[src/rtl/cnn_ctrl.sv]
`default_nettype none
// ============================================================================
// Module      : cnn_ctrl
// Description : Beat loader and sequencer for a two-channel CNN datapath.
//               Loads 75 beats, starts the convolution and presents 3 results.
// Revision    : 1.0
// ============================================================================
module cnn_ctrl (
    input  logic       clk,
    input  logic       rst,
    input  logic       in_valid,
    input  logic       Opt,
    input  logic       dp_done,
    output logic       ld_kernel,
    output logic [3:0] kernel_idx,
    output logic       ld_weight,
    output logic [4:0] weight_idx,
    output logic       img_we,
    output logic [6:0] img_waddr,
    output logic       opt_q,
    output logic       conv_start,
    output logic [1:0] res_sel,
    output logic       out_valid,
    output logic       busy,
    output logic       timeout,
    output logic       proto_err
);

    localparam logic [6:0] C_LAST_BEAT   = 7'd74;
    localparam logic [6:0] C_NUM_KERNEL  = 7'd12;
    localparam logic [6:0] C_NUM_WEIGHT  = 7'd24;
    localparam logic [7:0] C_TIMER_LIMIT = 8'd199;
    localparam logic [1:0] C_LAST_RES    = 2'd2;

    typedef enum logic [1:0] {
        IDLE    = 2'd0,
        LOAD    = 2'd1,
        COMPUTE = 2'd2,
        OUTPUT  = 2'd3
    } state_t;

    state_t     state_q, state_d;
    logic [6:0] cnt_q, cnt_d;
    logic [7:0] timer_q, timer_d;
    logic [1:0] ocnt_q, ocnt_d;
    logic       opt_lat_q, opt_lat_d;
    logic       conv_start_q, conv_start_d;
    logic       out_valid_q, out_valid_d;
    logic [1:0] res_sel_q, res_sel_d;
    logic       timeout_q, timeout_d;
    logic       perr_q, perr_d;
    logic       w_accept;

    always_ff @(posedge clk or posedge rst) begin
        if (rst) begin
            state_q      <= IDLE;
            cnt_q        <= '0;
            timer_q      <= '0;
            ocnt_q       <= '0;
            opt_lat_q    <= 1'b0;
            conv_start_q <= 1'b0;
            out_valid_q  <= 1'b0;
            res_sel_q    <= '0;
            timeout_q    <= 1'b0;
            perr_q       <= 1'b0;
        end else begin
            state_q      <= state_d;
            cnt_q        <= cnt_d;
            timer_q      <= timer_d;
            ocnt_q       <= ocnt_d;
            opt_lat_q    <= opt_lat_d;
            conv_start_q <= conv_start_d;
            out_valid_q  <= out_valid_d;
            res_sel_q    <= res_sel_d;
            timeout_q    <= timeout_d;
            perr_q       <= perr_d;
        end
    end

    // Enables are gated by rst so every output reads 0 while reset is held.
    assign w_accept = in_valid & ~rst & ((state_q == IDLE) | (state_q == LOAD));

    always_comb begin
        state_d      = state_q;
        cnt_d        = cnt_q;
        timer_d      = timer_q;
        ocnt_d       = ocnt_q;
        opt_lat_d    = opt_lat_q;
        conv_start_d = 1'b0;
        out_valid_d  = 1'b0;
        res_sel_d    = 2'd0;
        timeout_d    = 1'b0;
        perr_d       = perr_q;
        case (state_q)
            IDLE: begin
                if (in_valid) begin
                    opt_lat_d = Opt;
                    cnt_d     = 7'd1;
                    state_d   = LOAD;
                end
            end
            LOAD: begin
                if (in_valid) begin
                    if (cnt_q == C_LAST_BEAT) begin
                        cnt_d        = '0;
                        timer_d      = '0;
                        conv_start_d = 1'b1;
                        state_d      = COMPUTE;
                    end else begin
                        cnt_d = cnt_q + 7'd1;
                    end
                end
            end
            COMPUTE: begin
                if (in_valid) perr_d = 1'b1;
                if (dp_done) begin
                    timer_d     = '0;
                    ocnt_d      = '0;
                    out_valid_d = 1'b1;
                    state_d     = OUTPUT;
                end else if (timer_q == C_TIMER_LIMIT) begin
                    timer_d   = '0;
                    timeout_d = 1'b1;
                    state_d   = IDLE;
                end else begin
                    timer_d = timer_q + 8'd1;
                end
            end
            OUTPUT: begin
                if (in_valid) perr_d = 1'b1;
                // res_sel follows ocnt one step ahead so the select and strobe stay registered.
                if (ocnt_q == C_LAST_RES) begin
                    ocnt_d  = '0;
                    state_d = IDLE;
                end else begin
                    ocnt_d      = ocnt_q + 2'd1;
                    out_valid_d = 1'b1;
                    res_sel_d   = ocnt_q + 2'd1;
                end
            end
            default: state_d = IDLE;
        endcase
    end

    assign img_we     = w_accept;
    assign img_waddr  = cnt_q;
    assign ld_kernel  = w_accept & (cnt_q < C_NUM_KERNEL);
    assign kernel_idx = cnt_q[3:0];
    assign ld_weight  = w_accept & (cnt_q < C_NUM_WEIGHT);
    assign weight_idx = cnt_q[4:0];
    assign opt_q      = opt_lat_q;
    assign conv_start = conv_start_q;
    assign out_valid  = out_valid_q;
    assign res_sel    = res_sel_q;
    assign timeout    = timeout_q;
    assign proto_err  = perr_q;
    assign busy       = (state_q != IDLE);

endmodule
`default_nettype wire

[config.mk]
export PLATFORM = sky130hd
export DESIGN_NAME = cnn_ctrl
export DESIGN_NICKNAME = d
export VERILOG_FILES = /design/src/rtl/cnn_ctrl.sv
export SDC_FILE = /design/constraint.sdc
export NUM_CORES = 1
export LEC_CHECK = 0
export ABC_AREA = 0
export CORE_UTILIZATION = 52
export CTS_CLUSTER_DIAMETER = 60
export CTS_CLUSTER_SIZE = 30
export DETAILED_ROUTE_END_ITERATION = 6
export HOLD_SLACK_MARGIN = 0.12
export PLACE_DENSITY = 0.84
export SLEW_MARGIN = 10
export SYNTH_ARGS = -nofsm -noshare
export SYNTH_HDL_FRONTEND = slang
export SYNTH_SLANG_ARGS = --single-unit
export TNS_END_PERCENT = 100
[constraint.sdc]
create_clock -name clk -period 2.6 [get_ports clk]
set_input_delay 0.52 -clock clk [delete_from_list [all_inputs] [get_ports clk]]
set_output_delay 0.52 -clock clk [all_outputs]
set_load 0.05 [all_outputs]
==> results of run 1 <==
-- how the worst max path moves through the flow --
stage / start / to / slack, ns / cells after the start
global placement: in_valid / ld_kernel / 0.29 / 6
detailed placement: in_valid / ld_kernel / 0.26 / 6
global route: state_q[1]$_DFFE_PP0P_ / busy / 0.13 / 2
floorplan: in_valid / ld_kernel / 0.006 / 5
CTS: state_q[1]$_DFFE_PP0P_ / busy / 0.21 / 2
finish: state_q[1]$_DFFE_PP0P_ / busy / 0.21 / 2
-- final cells by class --
cell class	instances	area share
sequential	26	0.382
inverter	4	0.00880
tap	30	0.0220
timing repair buffer	34	0.213
clock buffer	3	0.0132
multi-input combinational	98	0.362
-- flip-flops by register name, indices dropped and copies added (netlist names) --
name        cells
out_valid       1
timeout         1
opt_q           1
conv_start      1
state_q         2
ocnt_q          2
proto_err       1
img_waddr       7
res_sel         2
timer_q         8
-- synth_stat cells (all sizes together) (2+ instances only) --
| cell | count | area [um^2] |
|---|---|---|
| a21o | 4 | 30.0 |
| a21oi | 7 | 35.0 |
| a31oi | 2 | 12.5 |
| and2 | 4 | 25.0 |
| buf | 9 | 67.6 |
| clkbuf | 3 | 11.3 |
| dfrtp | 26 | 651 |
| ha | 3 | 37.5 |
| inv | 4 | 15.0 |
| nand2 | 8 | 30.0 |
| nand2b | 2 | 12.5 |
| nand3 | 6 | 30.0 |
| nand3b | 2 | 15.0 |
| nand4 | 4 | 25.0 |
| nor2 | 18 | 67.6 |
| nor2b | 3 | 18.8 |
| nor3 | 2 | 10.0 |
| o21ai | 11 | 55.1 |
| or3 | 2 | 12.5 |
| xnor2 | 3 | 26.3 |
| xor2 | 4 | 35.0 |
-- kinds of logic (layout without fill, tap and decap cells) --
kind of cell / count (synthesis) / count (layout)
AND/OR/NAND/NOR: 57 / 57
multiplexers: 1 / 1
XOR/XNOR: 7 / 7
adder cells (fa/ha/maj): 3 / 3
AO/OA/AOI/OAI: 30 / 30
flip-flops: 26 / 26
buffers and inverters: 16 / 41
-- cells in the final DEF, fill, tap and decap left out, types with 2 or more instances in the layout --
| cell | count |
|---|---|
| sky130_fd_sc_hd__ha_1 | 3 |
| sky130_fd_sc_hd__buf_12 | 3 |
| sky130_fd_sc_hd__nand4_1 | 4 |
| sky130_fd_sc_hd__clkbuf_4 | 3 |
| sky130_fd_sc_hd__nor2_1 | 17 |
| sky130_fd_sc_hd__inv_1 | 4 |
| sky130_fd_sc_hd__nand2b_1 | 2 |
| sky130_fd_sc_hd__or3_1 | 2 |
| sky130_fd_sc_hd__nor3_1 | 2 |
| sky130_fd_sc_hd__nand2_1 | 8 |
| sky130_fd_sc_hd__nor2b_1 | 3 |
| sky130_fd_sc_hd__o21ai_0 | 11 |
| sky130_fd_sc_hd__dfrtp_1 | 26 |
| sky130_fd_sc_hd__clkdlybuf4s50_1 | 28 |
| sky130_fd_sc_hd__xnor2_1 | 3 |
| sky130_fd_sc_hd__buf_4 | 3 |
| sky130_fd_sc_hd__xor2_1 | 4 |
| sky130_fd_sc_hd__nand3b_1 | 2 |
| sky130_fd_sc_hd__nand3_1 | 6 |
| sky130_fd_sc_hd__and2_1 | 4 |
| sky130_fd_sc_hd__a31oi_1 | 2 |
| sky130_fd_sc_hd__a21o_1 | 4 |
| sky130_fd_sc_hd__a21oi_1 | 6 |
-- routing by layer --
metal	GRT usage	wire length [um]
met3	0.0259	90
met4	0.105	48
met1	0.281	1130
met5	0	0
met2	0.403	1390
-- where the power goes --
group | internal [W] | switching, W
logic | 0.000314 | 0.000597
registers | 0.000470 | 0.000114
clock network | 0.0000542 | 0.000109
total | 0.000838 | 0.000820
-- through the flow --
step | worst slack, ns | cell area [um^2] | std cells
floorplan | 0.00578 | 1360 | 140
global placement | 0.293 | 1680 | 192
CTS | 0.209 | 1710 | 195
finish | 0.215 | 1710 | 195
detailed placement | 0.264 | 1680 | 192
global route | 0.130 | 1710 | 195
==> run summary, run 1 <==
SYNTHESIS
---------------------------------------------------------------------------------
Simple-gate area share of the yosys netlist                                 0.222
Fraction of the mapped netlist area in compound gates                       0.145
Post-Synthesis Mean Instance Area                                       9.64 um^2
Prevailing post-synth register cell                                  sky130_fd_sc_hd__dfrtp_1
Cell area after technology mapping                                   0.00135 mm^2
Fraction of synthesized cell area in xor and xnor cells                    0.0454
Fraction of registers with async set/reset                                   1.00
Number of instances in the synthesized netlist                                140
Dominant combinational cell family by area after synthesis           simple AND/OR/NAND/NOR gates
Sequential fraction of the synthesis area                                   0.482
Number of warnings printed during yosys synthesis                               0
Post-Synthesis Net Count                                                      148
Multiplexer share of the synthesized area                                 0.00834
Number of enable flip-flop cells after synthesis                                0
Yosys reg bits                                                                 26
Adder and majority cell fraction of the synthesized area                   0.0278
Count of unique library cells instantiated by Yosys                            34

SETUP PATH
---------------------------------------------------------------------------------
Worst r2r src                                                        img_waddr[0]$_DFFE_PP0P_
Reg-to-reg setup timing slack                                             0.61 ns
Worst reg2reg path endpoint                                          timer_q[4]$_DFFE_PP0P_
Critical path class                                                  flip-flop to output port
Biggest fanout along the worst timing path                                     14
Slowest stage cell, crit path                                        sky130_fd_sc_hd__clkdlybuf4s50_1
Arrival time of the worst setup path                                      1.87 ns
Nature of the critical path endpoint                                  output port
Crit path required time                                                   2.08 ns
Number of buffers and inverters on the critical path                            1
R2R cell count                                                                  6
Critical path cell sequence                                          or2_2 -> clkdlybuf4s50_1
Launching element type of the critical path                             flip-flop
Top delay family on crit path                                        buffers and inverters
Max incr delay on CP                                                      0.70 ns

CLOCK NETWORK
---------------------------------------------------------------------------------
Post-CTS repair timing setup buffer count                                       0
Clock tree sinks                                                               26
Clock root buffer master                                             sky130_fd_sc_hd__clkbuf_4
H-tree Lvls                                                                     1
Maximum clock insertion buffer count                                            2
Number of buffers inserted during clock tree synthesis                          3
Clock tree from TritonCTS                                                     yes
Quantity of gates resized following cts                                         0
Clock insertion delay at the later pin of the skew report                 0.31 ns
Hold buffers post-CTS                                                           0
Clock slew seen by the registers of the worst setup and hold paths        0.12 ns

DIE
---------------------------------------------------------------------------------
Die footprint                                                        0.00280 mm^2
Die boundary height                                                       53.0 um
Io pins                                                                        32
Number of placement rows                                                       18
Core footprint                                                       0.00245 mm^2
Initial cell density of the core                                            0.550
DIE WIDTH                                                                 53.0 um

FLOW RUN
---------------------------------------------------------------------------------
Max-capacitance violation count                                                 0

PWR
---------------------------------------------------------------------------------
Cell Pwr Density                                                      972 mW/mm^2
Peak ir drop on the vdd network                                          0.975 mV
Static leakage                                                           0.746 nW
Post-layout total power                                                 0.00166 W

PLACEMENT
---------------------------------------------------------------------------------
Routability Congestion                                                      0.798
Detailed Place HPWL                                                       2.02 mm
Port-buffer cells                                                              31

STA
---------------------------------------------------------------------------------
Achievable Freq                                                           419 MHz
Final Max Slew Viols                                                            0
Setup repair after global routing missed its margin                            no
Sum of negative setup slack                                                  0 ns
Minimum clock period                                                      2.39 ns
Final period util                                                           0.917
Slew Limit Headroom                                                         0.522
Final Hold Violating Endpoints                                                  0
Minimum hold slack                                                       0.473 ns
Worst clock skew                                                       0.00197 ns
Final count of negative-setup-slack endpoints                                   0
Measured slew at the worst slew-check pin                                0.707 ns

GLOBAL ROUTING
---------------------------------------------------------------------------------
Maximum number of pins on one net before global-route repair                   27
Gr usage total                                                              0.230
Wire length of the first global-routing pass                              4.59 mm
Antenna violations before repair                                                0
Number of global-route vias before repair                                    1020
Total congestion overflow                                                       0

CELLS AND AREA
---------------------------------------------------------------------------------
Net count reported at finish                                                  175
Number of antenna cells inserted                                                0
Sequential Area                                                          651 um^2
Final Util                                                                  0.695
Multi-input logic area                                                   617 um^2
Count of filler cells inserted in the layout                                  197
Share of post-route cells with drive strength above 1                       0.103
Synthesis-to-layout area growth                                             26.3%

MIN PATH
---------------------------------------------------------------------------------
Kind of path behind the tightest hold check                          flip-flop to flip-flop
Hold_sp                                                              proto_err$_DFFE_PP0P_
Terminating pin of the worst hold path                               proto_err$_DFFE_PP0P_
Worst hold path cell count                                                      1

ROUTE
---------------------------------------------------------------------------------
Detailed Route WL                                                         2.66 mm
Vias after detailed routing                                                  1090
Router iterations before antenna repair                                         4
Number of routed nets with antenna violations                                   0
Vias per std cell                                                            5.59
Number of design rule violations left after detail routing                      0
Average wire per cell in the routed design                                13.6 um
First DRT Iteration DRCs                                                       10

STATUS
---------------------------------------------------------------------------------
Result of the run                                                    complete, no violations

No activity file was read; power rests on OpenSTA's default activity.
==> inputs of run 2 (changes only) <==
Settings changed: CELL_PAD_IN_SITES_DETAIL_PLACEMENT set to 1, CELL_PAD_IN_SITES_GLOBAL_PLACEMENT set to 2, CORE_UTILIZATION 52 to 32.
==> run 2 against run 1 <==
Compared with the run above:
- core utilization shrank 25 points
- via count is 1.8% higher
- total power grew 11%
- cell count rose by 12%
- clock power grew 110%
- flip-flop and latch count did not move
- count of clock-buffer cells in the layout unchanged
- cell area grew 5.2%
- combinational power grew 1%
- clock skew rose by 0.0036 ns
- critical endpoint unchanged
==> run summary, run 2 (synthesis results as in run 1) <==
ROUTE
---------------------------------------------------------------------------------
Vias after detailed routing                                                  1110   was 1090
Average wire per cell in the routed design                                15.1 um   was 13.6 um
Router iterations before antenna repair                                         4   unchanged
First DRT Iteration DRCs                                                       25   was 10
Detailed Route WL                                                         3.28 mm   was 2.66 mm
Vias per std cell                                                            5.09   was 5.59
Number of routed nets with antenna violations                                   0   unchanged
Number of design rule violations left after detail routing                      0   unchanged

PLACEMENT
---------------------------------------------------------------------------------
Port-buffer cells                                                              31   unchanged
Detailed Place HPWL                                                       2.46 mm   was 2.02 mm
Post-placement worst setup slack                                         0.269 ns   was 0.264 ns
Routability Congestion                                                      0.804   was 0.798

GLOBAL ROUTING
---------------------------------------------------------------------------------
Gr usage total                                                              0.171   was 0.230
Total congestion overflow                                                       0   unchanged
Met3 Use GR                                                                0.0274   was 0.0259
Wire length of the first global-routing pass                              5.71 mm   was 4.59 mm
Met1 Usage GRT                                                              0.193   was 0.281
Highest-utilization routing layer at the global route stage                  met2   unchanged
Antenna violations before repair                                                0   unchanged
Maximum number of pins on one net before global-route repair                   27   unchanged
Met2 layer usage reported by global route                                   0.321   was 0.403
Number of global-route vias before repair                                    1186   was 1020

PWR
---------------------------------------------------------------------------------
Proportion of power drawn by the clock network                              0.185   was 0.098
Switching power total                                                  0.000854 W   was 0.000820 W
Static leakage                                                           0.778 nW   was 0.746 nW
Combinational power share                                                   0.498   was 0.549
Net Sw Frac                                                                 0.462   was 0.495
Register share of total power                                               0.317   was 0.352
Cell Pwr Density                                                     1030 mW/mm^2   was 972 mW/mm^2
Internal cell power                                                    0.000993 W   was 0.000838 W
Peak ir drop on the vdd network                                          0.275 mV   was 0.975 mV

CELLS AND AREA
---------------------------------------------------------------------------------
Number of antenna cells inserted                                                0   unchanged
Synthesis-to-layout area growth                                             32.9%   was 26.3%
Final Util                                                                  0.445   was 0.695
Count of filler cells inserted in the layout                                  466   was 197
Register name with the most flops                                         timer_q   unchanged
Net count reported at finish                                                  177   was 175
Most frequent cells in the layout                                    sky130_fd_sc_hd__clkdlybuf4s50_1 (28), sky130_fd_sc_hd__dfrtp_1 (26), sky130_fd_sc_hd__nor2_1 (17)   unchanged
Leading cell type in the layout, fill and taps excluded              sky130_fd_sc_hd__clkdlybuf4s50_1   unchanged
Share of post-route cells with drive strength above 1                       0.119   was 0.103
Number of flip-flops under the largest register name                            8   unchanged

STA
---------------------------------------------------------------------------------
Final count of negative-setup-slack endpoints                                   0   unchanged
Achievable Freq                                                           423 MHz   was 419 MHz
Minimum clock period                                                      2.37 ns   was 2.39 ns
Slew Limit Headroom                                                         0.651   was 0.522
Measured slew at the worst slew-check pin                                0.522 ns   was 0.707 ns
Setup repair after global routing missed its margin                            no   unchanged
Final Worst Setup Slack                                                  0.234 ns   was 0.215 ns
Minimum hold slack                                                       0.467 ns   was 0.473 ns
Final period util                                                           0.910   was 0.917
Final Max Slew Viols                                                            0   unchanged
Worst clock skew                                                       0.00557 ns   was 0.00197 ns
Final Hold Violating Endpoints                                                  0   unchanged
Sum of negative setup slack                                                  0 ns   unchanged

SETUP PATH
---------------------------------------------------------------------------------
R2R cell count                                                                  5   was 6
Launching element type of the critical path                             flip-flop   unchanged
Worst reg2reg path endpoint                                          timer_q[5]$_DFFE_PP0P_   was timer_q[4]$_DFFE_PP0P_
Nature of the critical path endpoint                                  output port   unchanged
Setup crit end                                                               busy   unchanged
Critical path class                                                  flip-flop to output port   unchanged
Reg-to-reg setup timing slack                                             0.85 ns   was 0.61 ns
Critical Path Source                                                 state_q[0]$_DFFE_PP0P_   was state_q[1]$_DFFE_PP0P_
Crit path required time                                                   2.08 ns   about the same
Biggest fanout along the worst timing path                                     12   was 14
Arrival time of the worst setup path                                      1.85 ns   was 1.87 ns
Worst r2r src                                                        timer_q[0]$_DFFE_PP0P_   was img_waddr[0]$_DFFE_PP0P_

MIN PATH
---------------------------------------------------------------------------------
Kind of path behind the tightest hold check                          flip-flop to flip-flop   unchanged

CLOCK NETWORK
---------------------------------------------------------------------------------
Clock root buffer master                                             sky130_fd_sc_hd__clkbuf_8   was sky130_fd_sc_hd__clkbuf_4
Clock slew seen by the registers of the worst setup and hold paths        0.10 ns   was 0.12 ns
H-tree Lvls                                                                     1   unchanged
Quantity of gates resized following cts                                         0   unchanged
Clock tree from TritonCTS                                                     yes   unchanged
Hold buffers post-CTS                                                           0   unchanged
Clock insertion delay at the later pin of the skew report                 0.27 ns   was 0.31 ns
Clock tree sinks                                                               26   unchanged
Number of buffers inserted during clock tree synthesis                          3   unchanged
Post-CTS repair timing setup buffer count                                       0   unchanged
Maximum clock insertion buffer count                                            2   unchanged

DIE
---------------------------------------------------------------------------------
Die footprint                                                        0.00448 mm^2   was 0.00280 mm^2
Die boundary height                                                       67.0 um   was 53.0 um
Core footprint                                                       0.00403 mm^2   was 0.00245 mm^2
Io pins                                                                        32   unchanged
DIE WIDTH                                                                 67.0 um   was 53.0 um
Number of placement rows                                                       23   was 18
Initial cell density of the core                                            0.335   was 0.550

FLOW RUN
---------------------------------------------------------------------------------
Max-capacitance violation count                                                 0   unchanged

STATUS
---------------------------------------------------------------------------------
Result of the run                                                    complete, no violations   unchanged

==> run 2: how the worst min path moves through the flow <==
stage                             to  depth (start not counted)                   from
6_report       proto_err$_DFFE_PP0P_                          1  proto_err$_DFFE_PP0P_
3_3_place_gp   proto_err$_DFFE_PP0P_                          1  proto_err$_DFFE_PP0P_
3_5_place_dp   proto_err$_DFFE_PP0P_                          1  proto_err$_DFFE_PP0P_
2_1_floorplan   res_sel[0]$_DFF_PP0_                          1  ocnt_q[0]$_DFFE_PP0P_
5_1_grt         res_sel[0]$_DFF_PP0_                          1  ocnt_q[0]$_DFFE_PP0P_
4_1_cts        proto_err$_DFFE_PP0P_                          1  proto_err$_DFFE_PP0P_
==> run 2: power groups by stage <==
stage          combinational [W]  clock [W]  sequential (W)
2_1_floorplan           0.000506          0        0.000759
3_3_place_gp            0.000914          0        0.000589
3_5_place_dp            0.000927          0        0.000597
4_1_cts                 0.000929   0.000350        0.000589
5_1_grt                 0.000974   0.000365        0.000607
6_report                0.000920   0.000341        0.000586
==> run 2: through the flow <==
stage,cells,total power (W),cell area [um^2]
floorplan,140,0.00127,1360
global placement,214,0.00150,1720
detailed placement,214,0.00152,1720
CTS,218,0.00187,1790
global route,218,0.00195,1790
finish,218,0.00185,1790
==> run 2: critical path: stages (launching register included) <==
cell and delay (ns):
sky130_fd_sc_hd__dfrtp_1 0.53, sky130_fd_sc_hd__or2_2 0.33, sky130_fd_sc_hd__clkdlybuf4s50_1 0.71
==> run 2: layout make-up <==
type	instances	area, um^2	area share
tap	50	62.6	0.0349
timing repair buffer	36	378	0.211
sequential	26	651	0.363
clock buffer	3	41.3	0.0230
inverter	4	15.0	0.00837
multi-input combinational	98	617	0.344
clock inverter	1	30.0	0.0167
==> run 2: layer usage <==
metal  up-vias  routed length [um]
li1        536                   -
met1       557                1390
met2        15                1800
met3         2                  74
met4         0                  19
met5         -                   0
